$ cat src/rtl/vga_timing_pkg.sv
// Shared VGA 640x480 timing constants for the 2048 display path.
// Sync windows are stored as inclusive start/end pixel or line positions.
package vga_timing_pkg;

  localparam int H_ACTIVE = 640;
  localparam int H_FP     = 16;
  localparam int H_SYNC   = 96;
  localparam int H_BP     = 48;

  localparam int V_ACTIVE = 480;
  localparam int V_FP     = 10;
  localparam int V_SYNC   = 2;
  localparam int V_BP     = 33;

  localparam int H_TOTAL = H_ACTIVE + H_FP + H_SYNC + H_BP;
  localparam int V_TOTAL = V_ACTIVE + V_FP + V_SYNC + V_BP;

  localparam int H_SYNC_START = H_ACTIVE + H_FP;
  localparam int H_SYNC_END   = H_SYNC_START + H_SYNC - 1;
  localparam int V_SYNC_START = V_ACTIVE + V_FP;
  localparam int V_SYNC_END   = V_SYNC_START + V_SYNC - 1;

  localparam int COORD_W = 10;
  localparam int RGB_W   = 12;

endpackage

$ cat src/rtl/vga_scan_out_scan_counter.sv
// Enable-gated wrap counter: counts 0..MAX, returning to 0 on the enabled tick at MAX.
// wrap is combinational so a downstream counter can chain off it in the same tick.
module scan_counter
  import vga_timing_pkg::*;
#(
  parameter int MAX = 799
) (
  input  logic               clk,
  input  logic               rst_n,
  input  logic               en,
  output logic [COORD_W-1:0] count,
  output logic               wrap
);

  localparam logic [COORD_W-1:0] LAST = COORD_W'(MAX);

  assign wrap = en && (count == LAST);

  always_ff @(posedge clk or negedge rst_n) begin
    if (!rst_n) begin
      count <= '0;
    end else if (en) begin
      count <= wrap ? '0 : count + COORD_W'(1);
    end
  end

endmodule

$ cat src/rtl/vga_scan_out.sv
// Raster timing generator and registered pixel output stage for the 2048 VGA display.
// All timing advances on pix_en ticks; outputs lag the request coordinates by one tick.
module vga_scan_out #(
  parameter int H_ACTIVE = vga_timing_pkg::H_ACTIVE,
  parameter int H_FP     = vga_timing_pkg::H_FP,
  parameter int H_SYNC   = vga_timing_pkg::H_SYNC,
  parameter int H_BP     = vga_timing_pkg::H_BP,
  parameter int V_ACTIVE = vga_timing_pkg::V_ACTIVE,
  parameter int V_FP     = vga_timing_pkg::V_FP,
  parameter int V_SYNC   = vga_timing_pkg::V_SYNC,
  parameter int V_BP     = vga_timing_pkg::V_BP,
  parameter int RGB_W    = vga_timing_pkg::RGB_W
) (
  input  logic                               clk,
  input  logic                               rst_n,
  input  logic                               pix_en,
  output logic [vga_timing_pkg::COORD_W-1:0] pix_x,
  output logic [vga_timing_pkg::COORD_W-1:0] pix_y,
  output logic                               pix_rd,
  input  logic [RGB_W-1:0]                   pix_rgb,
  output logic [RGB_W-1:0]                   vga_rgb,
  output logic                               hsync,
  output logic                               vsync,
  output logic                               line_start,
  output logic                               frame_start
);

  import vga_timing_pkg::*;

  localparam int H_TOTAL = H_ACTIVE + H_FP + H_SYNC + H_BP;
  localparam int V_TOTAL = V_ACTIVE + V_FP + V_SYNC + V_BP;

  localparam logic [COORD_W-1:0] H_VIS = COORD_W'(H_ACTIVE);
  localparam logic [COORD_W-1:0] V_VIS = COORD_W'(V_ACTIVE);
  localparam logic [COORD_W-1:0] HS_LO = COORD_W'(H_ACTIVE + H_FP);
  localparam logic [COORD_W-1:0] HS_HI = COORD_W'(H_ACTIVE + H_FP + H_SYNC - 1);
  localparam logic [COORD_W-1:0] VS_LO = COORD_W'(V_ACTIVE + V_FP);
  localparam logic [COORD_W-1:0] VS_HI = COORD_W'(V_ACTIVE + V_FP + V_SYNC - 1);

  logic [COORD_W-1:0] h;
  logic [COORD_W-1:0] v;
  logic               h_wrap;
  logic               v_wrap_unused;
  logic               req_valid;

  scan_counter #(.MAX(H_TOTAL - 1)) u_h_count (
    .clk   (clk),
    .rst_n (rst_n),
    .en    (pix_en),
    .count (h),
    .wrap  (h_wrap)
  );

  scan_counter #(.MAX(V_TOTAL - 1)) u_v_count (
    .clk   (clk),
    .rst_n (rst_n),
    .en    (pix_en && h_wrap),
    .count (v),
    .wrap  (v_wrap_unused)
  );

  // Stage 0: register the request coordinate. req_valid marks that pix_x/pix_y
  // hold a real counted coordinate rather than the reset value.
  always_ff @(posedge clk or negedge rst_n) begin
    if (!rst_n) begin
      pix_x     <= '0;
      pix_y     <= '0;
      pix_rd    <= 1'b0;
      req_valid <= 1'b0;
    end else if (pix_en) begin
      pix_x     <= h;
      pix_y     <= v;
      pix_rd    <= (h < H_VIS) && (v < V_VIS);
      req_valid <= 1'b1;
    end
  end

  // Stage 1: colour and syncs decoded from the stage-0 coordinate so they stay
  // aligned; the start pulses last one clk regardless of pix_en spacing.
  always_ff @(posedge clk or negedge rst_n) begin
    if (!rst_n) begin
      vga_rgb     <= '0;
      hsync       <= 1'b1;
      vsync       <= 1'b1;
      line_start  <= 1'b0;
      frame_start <= 1'b0;
    end else begin
      line_start  <= 1'b0;
      frame_start <= 1'b0;
      if (pix_en) begin
        vga_rgb     <= pix_rd ? pix_rgb : '0;
        hsync       <= !((pix_x >= HS_LO) && (pix_x <= HS_HI));
        vsync       <= !((pix_y >= VS_LO) && (pix_y <= VS_HI));
        line_start  <= req_valid && (pix_x == '0);
        frame_start <= req_valid && (pix_x == '0) && (pix_y == '0);
      end
    end
  end

endmodule

$ cat config.mk
export PLATFORM = sky130hd
export DESIGN_NAME = vga_scan_out
export DESIGN_NICKNAME = d
export VERILOG_FILES = /design/src/rtl/vga_timing_pkg.sv /design/src/rtl/vga_scan_out_scan_counter.sv /design/src/rtl/vga_scan_out.sv
export SDC_FILE = /design/constraint.sdc
export NUM_CORES = 1
export LEC_CHECK = 0
export ABC_AREA = 1
export CORE_MARGIN = 2
export CORE_UTILIZATION = 45
export CTS_CLUSTER_SIZE = 8
export DETAILED_ROUTE_END_ITERATION = 6
export HOLD_SLACK_MARGIN = 0.12
export PLACE_DENSITY = 0.74
export SYNTH_ARGS = -nofsm -noshare
export SYNTH_HDL_FRONTEND = slang
export SYNTH_SLANG_ARGS = --single-unit
$ cat constraint.sdc
create_clock -name clk -period 1.37 [get_ports clk]
set_input_delay 0.274 -clock clk [delete_from_list [all_inputs] [get_ports clk]]
set_output_delay 0.274 -clock clk [all_outputs]
set_load 0.02 [all_outputs]
==> results of run 1 <==
[per-stage QoR]
step	utilization, %	instances	total power (uW)	cell area (um^2)	TNS (ns)
4_1_cts	63.7	470	5140	3570	-0.0115
6_report	65.4	472	5220	3670	0
3_3_place_gp	60.8	451	3850	3410	-4.70
2_1_floorplan	-	312	3050	2650	0
5_1_grt	65.4	472	5510	3670	-0.632
3_5_place_dp	60.8	451	3880	3410	-5.79
[metal layers]
layer	vias up	GRT usage [%]	wire (um)
li1	1175	-	-
met1	1171	25.7	2950
met2	71	36.9	3300
met3	14	7.19	373
met4	0	9.66	106
met5	-	0	0
[worst max path at each step]
stage | start | endpoint | slack, ns | cells past startpoint
2_1_floorplan | u_h_count.count[1]$_DFFE_PN0P_ | u_v_count.count[6]$_DFFE_PN0P_ | 0.13 | 8
3_3_place_gp | pix_en | u_v_count.count[7]$_DFFE_PN0P_ | -0.24 | 7
3_5_place_dp | pix_en | u_v_count.count[7]$_DFFE_PN0P_ | -0.28 | 7
4_1_cts | u_h_count.count[1]$_DFFE_PN0P_ | u_v_count.count[6]$_DFFE_PN0P_ | -0.01 | 8
5_1_grt | u_h_count.count[5]$_DFFE_PN0P_ | u_h_count.count[8]$_DFFE_PN0P_ | -0.08 | 7
6_report | u_h_count.count[3]$_DFFE_PN0P_ | u_v_count.count[1]$_DFFE_PN0P_ | 0.009 | 7
[layout by cell type, fill, tap and decap left out, types with 4 or more instances in the layout]
| cell | instances |
|---|---|
| a21oi_1 | 5 |
| buf_4 | 25 |
| clkbuf_8 | 9 |
| clkdlybuf4s15_1 | 9 |
| clkdlybuf4s50_1 | 13 |
| clkinv_2 | 4 |
| dfrtp_1 | 56 |
| dlygate4sd2_1 | 21 |
| inv_1 | 28 |
| nand2_1 | 90 |
| nand2_2 | 4 |
| nand3_1 | 26 |
| nand3_2 | 4 |
| nand4_1 | 7 |
| nor2_1 | 17 |
| nor2_4 | 4 |
| nor4_1 | 4 |
| o21ai_0 | 20 |
| o21ai_1 | 4 |
| xor2_1 | 5 |
[power groups by stage]
| stage | combinational (uW) | clock (uW) | sequential, uW |
|---|---|---|---|
| 3_5_place_dp | 1600 | 0 | 2280 |
| 6_report | 1590 | 1370 | 2260 |
| 5_1_grt | 1740 | 1480 | 2290 |
| 2_1_floorplan | 539 | 0 | 2510 |
| 3_3_place_gp | 1580 | 0 | 2270 |
| 4_1_cts | 1500 | 1380 | 2250 |
[kinds of logic (layout without fill, tap and decap cells)]
logic type      Yosys count  count (layout)  share of synthesized area [%]
compound gates           33              33                           6.57
buf+inv                  42             130                           6.57
xor+xnor                  6               6                           1.98
flops                    58              58                           54.9
simple gates            170             170                           28.5
fa+ha+maj                 3               3                           1.42
[critical path, stage by stage (launching register included)]
cell,delay (ns)
dfrtp_1,0.43
nand2_1,0.15
nor2_4,0.14
nand3_4,0.10
nor2_4,0.19
buf_6,0.16
nand3_2,0.05
o21ai_1,0.07
[sequential cells by signal, summed over array words and instances, names as in the netlist]
signal / count
frame_start: 1
u_v_count.count: 10
hsync: 1
line_start: 1
u_h_count.count: 10
pix_y: 10
vsync: 1
pix_rd: 1
pix_x: 10
vga_rgb: 12
req_valid: 1
[final cells by class]
type / instances / area [um^2]
inverters: 32 / 121
fillers: 448 / 1940
multi-input cells: 212 / 1100
well taps: 72 / 90.1
flip-flops and latches: 58 / 1450
clock buffers: 9 / 124
clock inverters: 7 / 46.3
repair buffers: 82 / 728
[timing repair]
| item | in CTS | in global routing |
|---|---|---|
| setup endpoints to repair | 43 | 27 |
| pin swaps | 4 | 5 |
| buffers inserted | 2 | 2 |
| hold buffers | 1 | 0 |
| hold endpoints to repair | 13 | 0 |
| resized for setup | 55 | 38 |
==> metrics.cfg, run 1 <==
[synth]
synth_edf_count = 0
yosysMostFrequentCell = nand2_1
synth_ff_type = dfrtp_1
syn_area_mm2 = 0.00265
ys_async_sr_fraction_pct = 100
ys_top_cells_by_count = nand2_1 (92), dfrtp_1 (56), inv_1 (31)
ys_ff_latch = 58
syn_area_per_cell_um2 = 8.49
ys_top_cells_by_area = dfrtp_1 (53%), nand2_1 (13%), nand3_1 (5.7%), o21ai_0 (4.7%), inv_1 (4.4%)
synth_cell_type_count = 29
synth.largest_area_cell = dfrtp_1
syn-instance-count = 312
synth.top_cell.area_share_pct = 52.9
ys_warn_count = 0
syn_nets = 330
synth.yosys.seq_area_share_pct = 54.9

[final_layout]
n_antenna_cell = 0
drive_gt1_share_pct = 20.8
nets = 413
syn_to_final_growth_pct = 38.5

[power_and_ir_drop]
swShare_pct = 36.4
power_frac_seq_pct = 43.4
clock_power_share_pct = 26.2
p_int_uw = 3320
p_switching_uw = 1900
power_density_mw_per_mm2 = 1420
p_comb_share_pct = 30.4
ir_drop_v = 0.000602
leakagePower_uw = 0.00180

[critical_path]
worst_setup_path_end_kind = register
start_kind = register
r2r-start = u_h_count.count[3]$_DFFE_PN0P_
r2r_cells = 7
arrival_ns = 1.63
r2r_slack_ns = 0.009
crit_required_ns = 1.64
r2r_end = u_v_count.count[1]$_DFFE_PN0P_
path_max_fanout = 6
critPathKind = reg -> reg

[hold_path]
hp-class = in -> async

[timing]
max_freq_mhz = 735
period_minus_slack_ns = 1.36
period_share_pct = 99.4
finClkSkew_ns = 0.00724
rsz0062_at_grt = yes
fin_ws_ns = 0.00887
hold_viol = 0
slew_viol_final = 0
final-setup-viol-count = 0
worst_hold_slack_ns = 0.407
worst_slew_pin_slew_ns = 0.456
slew_headroom_pct = 69.6

[global_routing]
grt_pass1_wl_um = 10700
grt_max_degree = 30
grt_pass1_vias = 2430
grt_usage_pct = 22.0
overflow = 0
antenna_found_initial = 0

[clock_network]
h-tree-depth = 3
clk_pin_slew_ns = 0.07
cts_buffer_depth = 2
clockRootBuffer = clkbuf_8
numCtsBuffers = 9
cts_tree = built
cts_sinks = 58
clk_latency_ns = 0.34

[status]
status = complete, no violations

[floorplanning]
die_area_mm2 = 0.00651
fp.dieW_um = 80.7
die_h_um = 80.7
core_area_mm2 = 0.00561
pin_count = 52
start_util_pct = 47.2
rows = 27

[routing]
drt_iter0_drc = 212
remaining_drc_errors = 0
viasPerCell = 5.15
num_vias = 2431
final_antenna_net_count = 0
dr.pass1.iters = 4
drt-total-wl_um = 6720
wl_per_cell_um = 14.2

[place]
portBuffers = 51
hpwl_um = 4660
gp_congestion = 0.905
place_ws_ns = -0.276

[job]
cap_viol_max_count = 0

Note: power is estimated with default switching activity, not from simulation.
==> run 2: changes to the inputs <==
- GPL_ROUTABILITY_DRIVEN: not set -> 0
==> results of run 2 <==
Same layout as run 1: the final DEF is identical, and so are final timing and power.
